--- src/rtl/exe_stack_seq_if.sv ---
// Control bundle between the execute-stage stack sequencer and the datapath it steers.
// Master is the sequencer; slave is the datapath and memory side.
interface exe_stack_seq_if;
    logic [4:0] opcode;
    logic       op_valid;
    logic       int_req;
    logic       mem_ready;

    logic [1:0] ALU_A_SEL;
    logic [1:0] ALU_B_SEL;
    logic       alu_sub;
    logic       MemInSel;
    logic       mem_data_sel;
    logic       mem_wr;
    logic       mem_rd;
    logic       sp_we;
    logic       reg_we;
    logic       pc_load;
    logic [1:0] pc_src;
    logic       stall;
    logic       op_done;
    logic       int_ack;
    logic       mem_err;

    modport master (
        input  opcode, op_valid, int_req, mem_ready,
        output ALU_A_SEL, ALU_B_SEL, alu_sub, MemInSel, mem_data_sel,
               mem_wr, mem_rd, sp_we, reg_we, pc_load, pc_src,
               stall, op_done, int_ack, mem_err
    );

    modport slave (
        output opcode, op_valid, int_req, mem_ready,
        input  ALU_A_SEL, ALU_B_SEL, alu_sub, MemInSel, mem_data_sel,
               mem_wr, mem_rd, sp_we, reg_we, pc_load, pc_src,
               stall, op_done, int_ack, mem_err
    );
endinterface

--- src/rtl/exe_stack_seq.sv ---
// Execute-stage sequencer for PUSH/POP/call/return and interrupt entry; other opcodes decode combinationally.
// Latency: single-cycle ops retire in the same cycle; PUSH/POP 2, FUN/RET/INT 3 cycles after accept.
// Backpressure: stall holds upstream for the whole sequence; WR/RD wait on mem_ready up to MEM_TIMEOUT cycles.
module exe_stack_seq #(
    parameter logic [4:0] OP_PUSH     = 5'h0F,
    parameter logic [4:0] OP_POP      = 5'h10,
    parameter logic [4:0] OP_FUN      = 5'h14,
    parameter logic [4:0] OP_RET      = 5'h15,
    parameter int         MEM_TIMEOUT = 16
) (
    input  logic            clk,
    input  logic            rst,
    exe_stack_seq_if.master bus
);

    localparam int CW = $clog2(MEM_TIMEOUT + 1);

    typedef enum logic [2:0] {S_IDLE, S_WR, S_RD, S_SPI, S_SPD, S_JMP} state_t;
    typedef enum logic [2:0] {K_NONE, K_PUSH, K_POP, K_FUN, K_RET, K_INT} kind_t;

    typedef struct packed {
        logic [1:0] a_sel;
        logic [1:0] b_sel;
        logic       alu_sub;
        logic       mem_in_sel;
        logic       mem_data_sel;
        logic       mem_wr;
        logic       mem_rd;
        logic       sp_we;
        logic       pc_load;
        logic [1:0] pc_src;
        logic       int_ack;
        logic       op_done;
        logic       stall;
    } ctl_t;

    state_t        state_q, state_nx;
    kind_t         kind_q, kind_nx;
    logic [CW-1:0] wait_cnt;
    logic          mem_err_q;
    ctl_t          ctl_q;
    ctl_t          ctl_o;
    logic          reg_we_o;

    function automatic kind_t op_kind(input logic [4:0] op);
        kind_t k;
        k = K_NONE;
        if (op == OP_PUSH)     k = K_PUSH;
        else if (op == OP_POP) k = K_POP;
        else if (op == OP_FUN) k = K_FUN;
        else if (op == OP_RET) k = K_RET;
        return k;
    endfunction

    function automatic logic imm_op(input logic [4:0] op);
        logic r;
        case (op)
            5'h01, 5'h02, 5'h04, 5'h05, 5'h06, 5'h0C, 5'h0D, 5'h0E: r = 1'b1;
            default:                                                 r = 1'b0;
        endcase
        return r;
    endfunction

    // Control word held for a whole state; computed from the state being entered.
    function automatic ctl_t state_ctl(input state_t s, input kind_t k);
        ctl_t c;
        c = '0;
        case (s)
            S_WR: begin
                c.stall      = 1'b1;
                c.mem_in_sel = 1'b1;
                c.mem_wr     = 1'b1;
                c.b_sel      = 2'b10;
                if (k == K_PUSH) begin
                    c.a_sel        = 2'b01;
                    c.mem_data_sel = 1'b0;
                end else begin
                    c.a_sel        = 2'b10;
                    c.mem_data_sel = 1'b1;
                end
            end
            S_RD: begin
                c.stall      = 1'b1;
                c.mem_in_sel = 1'b1;
                c.mem_rd     = 1'b1;
            end
            S_SPI: begin
                c.stall   = 1'b1;
                c.a_sel   = 2'b01;
                c.b_sel   = 2'b10;
                c.sp_we   = 1'b1;
                c.op_done = (k == K_PUSH);
            end
            S_SPD: begin
                c.stall   = 1'b1;
                c.a_sel   = 2'b01;
                c.b_sel   = 2'b10;
                c.alu_sub = 1'b1;
                c.sp_we   = 1'b1;
            end
            S_JMP: begin
                c.stall   = 1'b1;
                c.pc_load = 1'b1;
                c.op_done = 1'b1;
                case (k)
                    K_FUN: begin
                        c.pc_src = 2'b10;
                        c.b_sel  = 2'b01;
                    end
                    K_INT: begin
                        c.pc_src  = 2'b01;
                        c.int_ack = 1'b1;
                    end
                    default: c.pc_src = 2'b00;
                endcase
            end
            default: c = '0;
        endcase
        return c;
    endfunction

    logic in_idle, accept_int, accept_op, single_op, waiting, timeout;

    assign in_idle    = (state_q == S_IDLE);
    assign accept_int = in_idle && bus.int_req;
    assign accept_op  = in_idle && !bus.int_req && bus.op_valid && (op_kind(bus.opcode) != K_NONE);
    assign single_op  = in_idle && !bus.int_req && bus.op_valid && (op_kind(bus.opcode) == K_NONE);
    assign waiting    = (state_q == S_WR) || (state_q == S_RD);
    assign timeout    = waiting && !bus.mem_ready && (wait_cnt == CW'(MEM_TIMEOUT - 1));

    always_comb begin
        state_nx = state_q;
        kind_nx  = kind_q;
        case (state_q)
            S_IDLE: begin
                if (accept_int) begin
                    kind_nx  = K_INT;
                    state_nx = S_WR;
                end else if (accept_op) begin
                    kind_nx  = op_kind(bus.opcode);
                    state_nx = (kind_nx == K_POP || kind_nx == K_RET) ? S_SPD : S_WR;
                end
            end
            S_WR: begin
                if (bus.mem_ready)  state_nx = S_SPI;
                else if (timeout)   state_nx = S_IDLE;
            end
            // On RET the datapath's read-data register holds the return address
            // captured on this mem_ready strobe; pc_src=00 selects it in JMP.
            S_RD: begin
                if (bus.mem_ready)  state_nx = (kind_q == K_RET) ? S_JMP : S_IDLE;
                else if (timeout)   state_nx = S_IDLE;
            end
            S_SPI:   state_nx = (kind_q == K_PUSH) ? S_IDLE : S_JMP;
            S_SPD:   state_nx = S_RD;
            S_JMP:   state_nx = S_IDLE;
            default: state_nx = S_IDLE;
        endcase
        if (state_nx == S_IDLE) kind_nx = K_NONE;
    end

    always_ff @(posedge clk) begin
        if (rst) begin
            state_q   <= S_IDLE;
            kind_q    <= K_NONE;
            wait_cnt  <= '0;
            mem_err_q <= 1'b0;
            ctl_q     <= '0;
        end else begin
            state_q <= state_nx;
            kind_q  <= kind_nx;
            ctl_q   <= state_ctl(state_nx, kind_nx);
            if ((state_nx == S_WR || state_nx == S_RD) && state_nx != state_q)
                wait_cnt <= '0;
            else if (waiting && !bus.mem_ready)
                wait_cnt <= wait_cnt + 1'b1;
            if (timeout)
                mem_err_q <= 1'b1;
        end
    end

    // IDLE decode and mem_ready-qualified strobes overlay the registered control word.
    always_comb begin
        ctl_o    = ctl_q;
        reg_we_o = 1'b0;
        if (single_op) begin
            ctl_o.b_sel   = imm_op(bus.opcode) ? 2'b01 : 2'b00;
            ctl_o.op_done = 1'b1;
        end
        if (accept_int || accept_op)
            ctl_o.stall = 1'b1;
        if (state_q == S_RD && bus.mem_ready && kind_q == K_POP) begin
            ctl_o.op_done = 1'b1;
            reg_we_o      = 1'b1;
        end
        if (rst) begin
            ctl_o    = '0;
            reg_we_o = 1'b0;
        end
    end

    assign bus.ALU_A_SEL    = ctl_o.a_sel;
    assign bus.ALU_B_SEL    = ctl_o.b_sel;
    assign bus.alu_sub      = ctl_o.alu_sub;
    assign bus.MemInSel     = ctl_o.mem_in_sel;
    assign bus.mem_data_sel = ctl_o.mem_data_sel;
    assign bus.mem_wr       = ctl_o.mem_wr;
    assign bus.mem_rd       = ctl_o.mem_rd;
    assign bus.sp_we        = ctl_o.sp_we;
    assign bus.reg_we       = reg_we_o;
    assign bus.pc_load      = ctl_o.pc_load;
    assign bus.pc_src       = ctl_o.pc_src;
    assign bus.stall        = ctl_o.stall;
    assign bus.op_done      = ctl_o.op_done;
    assign bus.int_ack      = ctl_o.int_ack;
    assign bus.mem_err      = mem_err_q && !rst;

endmodule

--- src/flat_wrapper.sv ---
// flat-port wrapper written by rule: the top's interface ports become plain ports
module exe_stack_seq_flat 
#(
    parameter logic [4:0] OP_PUSH     = 5'h0F,
    parameter logic [4:0] OP_POP      = 5'h10,
    parameter logic [4:0] OP_FUN      = 5'h14,
    parameter logic [4:0] OP_RET      = 5'h15,
    parameter int         MEM_TIMEOUT = 16
)
  (clk, rst, bus_opcode, bus_op_valid, bus_int_req, bus_mem_ready, bus_ALU_A_SEL, bus_ALU_B_SEL, bus_alu_sub, bus_MemInSel, bus_mem_data_sel, bus_mem_wr, bus_mem_rd, bus_sp_we, bus_reg_we, bus_pc_load, bus_pc_src, bus_stall, bus_op_done, bus_int_ack, bus_mem_err);
  exe_stack_seq_if bus_i ();
  input  logic clk;
  input  logic rst;
  input wire logic [$bits(bus_i.opcode)-1:0] bus_opcode;
  input wire logic [$bits(bus_i.op_valid)-1:0] bus_op_valid;
  input wire logic [$bits(bus_i.int_req)-1:0] bus_int_req;
  input wire logic [$bits(bus_i.mem_ready)-1:0] bus_mem_ready;
  output wire logic [$bits(bus_i.ALU_A_SEL)-1:0] bus_ALU_A_SEL;
  output wire logic [$bits(bus_i.ALU_B_SEL)-1:0] bus_ALU_B_SEL;
  output wire logic [$bits(bus_i.alu_sub)-1:0] bus_alu_sub;
  output wire logic [$bits(bus_i.MemInSel)-1:0] bus_MemInSel;
  output wire logic [$bits(bus_i.mem_data_sel)-1:0] bus_mem_data_sel;
  output wire logic [$bits(bus_i.mem_wr)-1:0] bus_mem_wr;
  output wire logic [$bits(bus_i.mem_rd)-1:0] bus_mem_rd;
  output wire logic [$bits(bus_i.sp_we)-1:0] bus_sp_we;
  output wire logic [$bits(bus_i.reg_we)-1:0] bus_reg_we;
  output wire logic [$bits(bus_i.pc_load)-1:0] bus_pc_load;
  output wire logic [$bits(bus_i.pc_src)-1:0] bus_pc_src;
  output wire logic [$bits(bus_i.stall)-1:0] bus_stall;
  output wire logic [$bits(bus_i.op_done)-1:0] bus_op_done;
  output wire logic [$bits(bus_i.int_ack)-1:0] bus_int_ack;
  output wire logic [$bits(bus_i.mem_err)-1:0] bus_mem_err;
  assign bus_i.opcode = bus_opcode;
  assign bus_i.op_valid = bus_op_valid;
  assign bus_i.int_req = bus_int_req;
  assign bus_i.mem_ready = bus_mem_ready;
  assign bus_ALU_A_SEL = bus_i.ALU_A_SEL;
  assign bus_ALU_B_SEL = bus_i.ALU_B_SEL;
  assign bus_alu_sub = bus_i.alu_sub;
  assign bus_MemInSel = bus_i.MemInSel;
  assign bus_mem_data_sel = bus_i.mem_data_sel;
  assign bus_mem_wr = bus_i.mem_wr;
  assign bus_mem_rd = bus_i.mem_rd;
  assign bus_sp_we = bus_i.sp_we;
  assign bus_reg_we = bus_i.reg_we;
  assign bus_pc_load = bus_i.pc_load;
  assign bus_pc_src = bus_i.pc_src;
  assign bus_stall = bus_i.stall;
  assign bus_op_done = bus_i.op_done;
  assign bus_int_ack = bus_i.int_ack;
  assign bus_mem_err = bus_i.mem_err;
  exe_stack_seq #(.OP_PUSH(OP_PUSH), .OP_POP(OP_POP), .OP_FUN(OP_FUN), .OP_RET(OP_RET), .MEM_TIMEOUT(MEM_TIMEOUT)) u_core (.clk(clk), .rst(rst), .bus(bus_i));
endmodule
--- config.mk ---
export PLATFORM = sky130hd
export DESIGN_NAME = exe_stack_seq_flat
export DESIGN_NICKNAME = d
export VERILOG_FILES = /design/src/rtl/exe_stack_seq_if.sv /design/src/rtl/exe_stack_seq.sv /design/src/flat_wrapper.sv
export SDC_FILE = /design/constraint.sdc
export NUM_CORES = 1
export LEC_CHECK = 0
export CAP_MARGIN = 5
export CELL_PAD_IN_SITES_DETAIL_PLACEMENT = 1
export CELL_PAD_IN_SITES_GLOBAL_PLACEMENT = 1
export CORE_UTILIZATION = 40
export DETAILED_ROUTE_END_ITERATION = 10
export GPL_ROUTABILITY_DRIVEN = 0
export PLACE_DENSITY_LB_ADDON = 0.08
export RECOVER_POWER = 50
export SLEW_MARGIN = 20
export SYNTH_ARGS = -nofsm -noshare
export SYNTH_HDL_FRONTEND = slang
export SYNTH_SLANG_ARGS = --single-unit
--- constraint.sdc ---
create_clock -name clk -period 5.9 [get_ports clk]
set_input_delay 0.885 -clock clk [delete_from_list [all_inputs] [get_ports clk]]
set_output_delay 0.885 -clock clk [all_outputs]
set_load 0.01 [all_outputs]
==> results.cfg <==
[worst_setup_path]
cp-end-kind = output port
reg2reg_to = u_core.ctl_q[14]
r2r-start = u_core.state_q[0]
critPathLaunchType = input pin
rr_worst_depth = 5
crit_fanout = 6
reg2reg_slack_ps = 3750
path_class = in2out
required_ps = 5020
cp.arrival_ps = 3230

[synth]
synth_cell_types = 46
synth_cells = 169
synth-seq-area-share_pct = 37.4
synth-seq-cells = 27
syn_area_sq_um = 1450
async_flop_share_pct = 0
syn_nets = 185
synth_edf_count = 0
synthFlopType = dfxtp_1
avgSynthCellArea_sq_um = 8.55
yosysWarnings = 0

[timing]
fin_worst_skew_ps = 14.5
timing.final.crit_share_pct = 69.8
slew_viol_final = 0
period_minus_slack_ps = 4120
hold_viol_final = 0
setup-tns-final_ps = 0
setup_viol_count_final = 0
rsz0062_at_grt = false
tightest_slew_ps = 842
setup_ws_ps = 1780
slew_headroom_pct = 43.4
timing.fmax_ghz = 0.243

[power_and_ir_drop]
p_per_area_nw_per_um2 = 207
power.leakage_nw = 0.696
vdd_ir_drop_max_mv = 0.0892
total_power_mw = 0.365

[floorplanning]
ios = 28
die_y_um = 62.1
die_w_um = 62.1
dieArea_sq_um = 3860
core_area_sq_um = 3390
rows = 21
start_util_pct = 42.6

[worst_hold_path]
hold_depth = 2
worst_hold_path.endpoint = u_core.mem_err_q
hold_path.class = reg2reg
min_from = u_core.mem_err_q

[global_routing]
grt_max_degree = 31
overflow = 0
grt_pass1_wl_mm = 5.69
grtUsageTotal_pct = 18.2
antenna_found_initial = 0
grt_pass1_vias = 1282

[layout]
fin_nets = 210
syn2layout_area_growth_pct = 21.7
drive_gt1_share_pct = 5.70
antenna_cells = 0

[cts]
cts_buffers = 3
insertion_delay_ps = 320
cts_buffer_depth = 2
clkSinkCount = 27
root_buffer = clkbuf_4
postCtsSetupRepairBufs = 0
path_clk_slew_ps = 150
ctsHoldBuffers = 0
cts_tree = yes
postCtsResizedCells = 0
htreeDepth = 1

[route]
drt_first_pass_iters = 4
dr_total_vias = 1251
wirelength_mm = 3.23
wl_per_cell_um = 13.5
drc = 0
drt-vias-per-instance = 5.23
drtAntennaViolNets = 0
drt_iter0_markers = 23

[placement]
pre_cts_ws_ps = 1880
port_buffers = 27
hpwl_mm = 2.53

[job]
drv_cap = 0

[run_status]
status = completed
-- through the flow --
step           cells  hold WS [ps]  instance area, sq um  util (%)
3_3_place_gp     235           445                  1740      51.3
5_1_grt          239           560                  1760      51.9
3_5_place_dp     235           457                  1740      51.3
2_1_floorplan    169           429                  1450         -
6_report         239           486                  1760      51.9
4_1_cts          239           494                  1770      52.2
-- cells in the mapped netlist, types with 3 or more instances --
cell | number | share of area (%)
dfxtp_1 | 27 | 37
nor2_1 | 26 | 6.8
nor2b_1 | 17 | 7.4
inv_1 | 11 | 2.9
a21oi_1 | 7 | 2.4
and2_1 | 6 | 2.6
ha_1 | 6 | 5.2
o21ai_0 | 6 | 2.1
clkbuf_1 | 5 | 1.3
nand3b_1 | 4 | 2.1
nand2b_1 | 3 | 1.3
nor3_1 | 3 | 1.0
-- power breakdown --
group	leakage (nW)	internal [mW]	switching (mW)	total, mW
Sequential	0.221	0.194	0.00965	0.204
Clock	0.0139	0.0258	0.0543	0.0802
Combinational	0.462	0.0393	0.0415	0.0808
-- state kept, by name, summed over array words and instances, names as in the netlist --
| signal | count |
|---|---|
| u_core.ctl_q | 15 |
| u_core.wait_cnt | 5 |
| u_core.kind_q | 3 |
| u_core.state_q | 3 |
| u_core.mem_err_q | 1 |
-- layout by cell type, fill, tap and decap left out, drive strengths merged, types with 3 or more instances in the layout --
cell            n
nand2b          3
o21ai           6
nor2           26
dlygate4sd3     3
nor3            4
ha              6
dfxtp          27
nand3b          5
and2            6
clkdlybuf4s50  24
clkbuf          3
a21oi           7
nor2b          17
inv            11
-- logic make-up after synthesis --
group | after synthesis | synth area share, %
AND/OR/NAND/NOR | 79 | 31.9
AO/OA/AOI/OAI | 32 | 15.8
flip-flops | 27 | 37.4
buffers and inverters | 19 | 5.80
adder cells (fa/ha/maj) | 6 | 5.19
XOR/XNOR | 4 | 2.42
multiplexers | 2 | 1.39
-- area by class of cell --
cell class / instances / area (sq um)
inverters: 11 / 41.3
well taps: 46 / 57.6
flip-flops and latches: 27 / 541
fillers: 409 / 1630
clock buffers: 3 / 22.5
repair buffers: 28 / 278
clock inverters: 1 / 7.51
multi-input cells: 123 / 812
-- routing by layer --
metal / track usage (%) / up-vias / part of all wire, %
met4: 4.36 / 0 / 0.65
li1: - / 633 / -
met1: 21.4 / 594 / 45
met5: 0 / - / 0
met3: 2.57 / 2 / 2.9
met2: 34.3 / 22 / 51
-- worst max path at each step --
stage,from,slack (ps),end
after global routing,bus_opcode[0],1670,bus_stall
after floorplan,bus_opcode[0],2880,bus_stall
final,bus_opcode[0],1780,bus_stall
after global placement,bus_opcode[0],1940,bus_stall
after detailed placement,bus_opcode[0],1880,bus_stall
after CTS,bus_opcode[0],1880,bus_stall
-- critical path, stage by stage --
cell and delay (ps):
dlygate4sd3_1 590, ha_1 220, and4b_1 270, a22o_1 290
or2_2 300, a21oi_1 140, nor2_1 50, clkdlybuf4s50_1 480
Power figures use the tool's default switching activity.
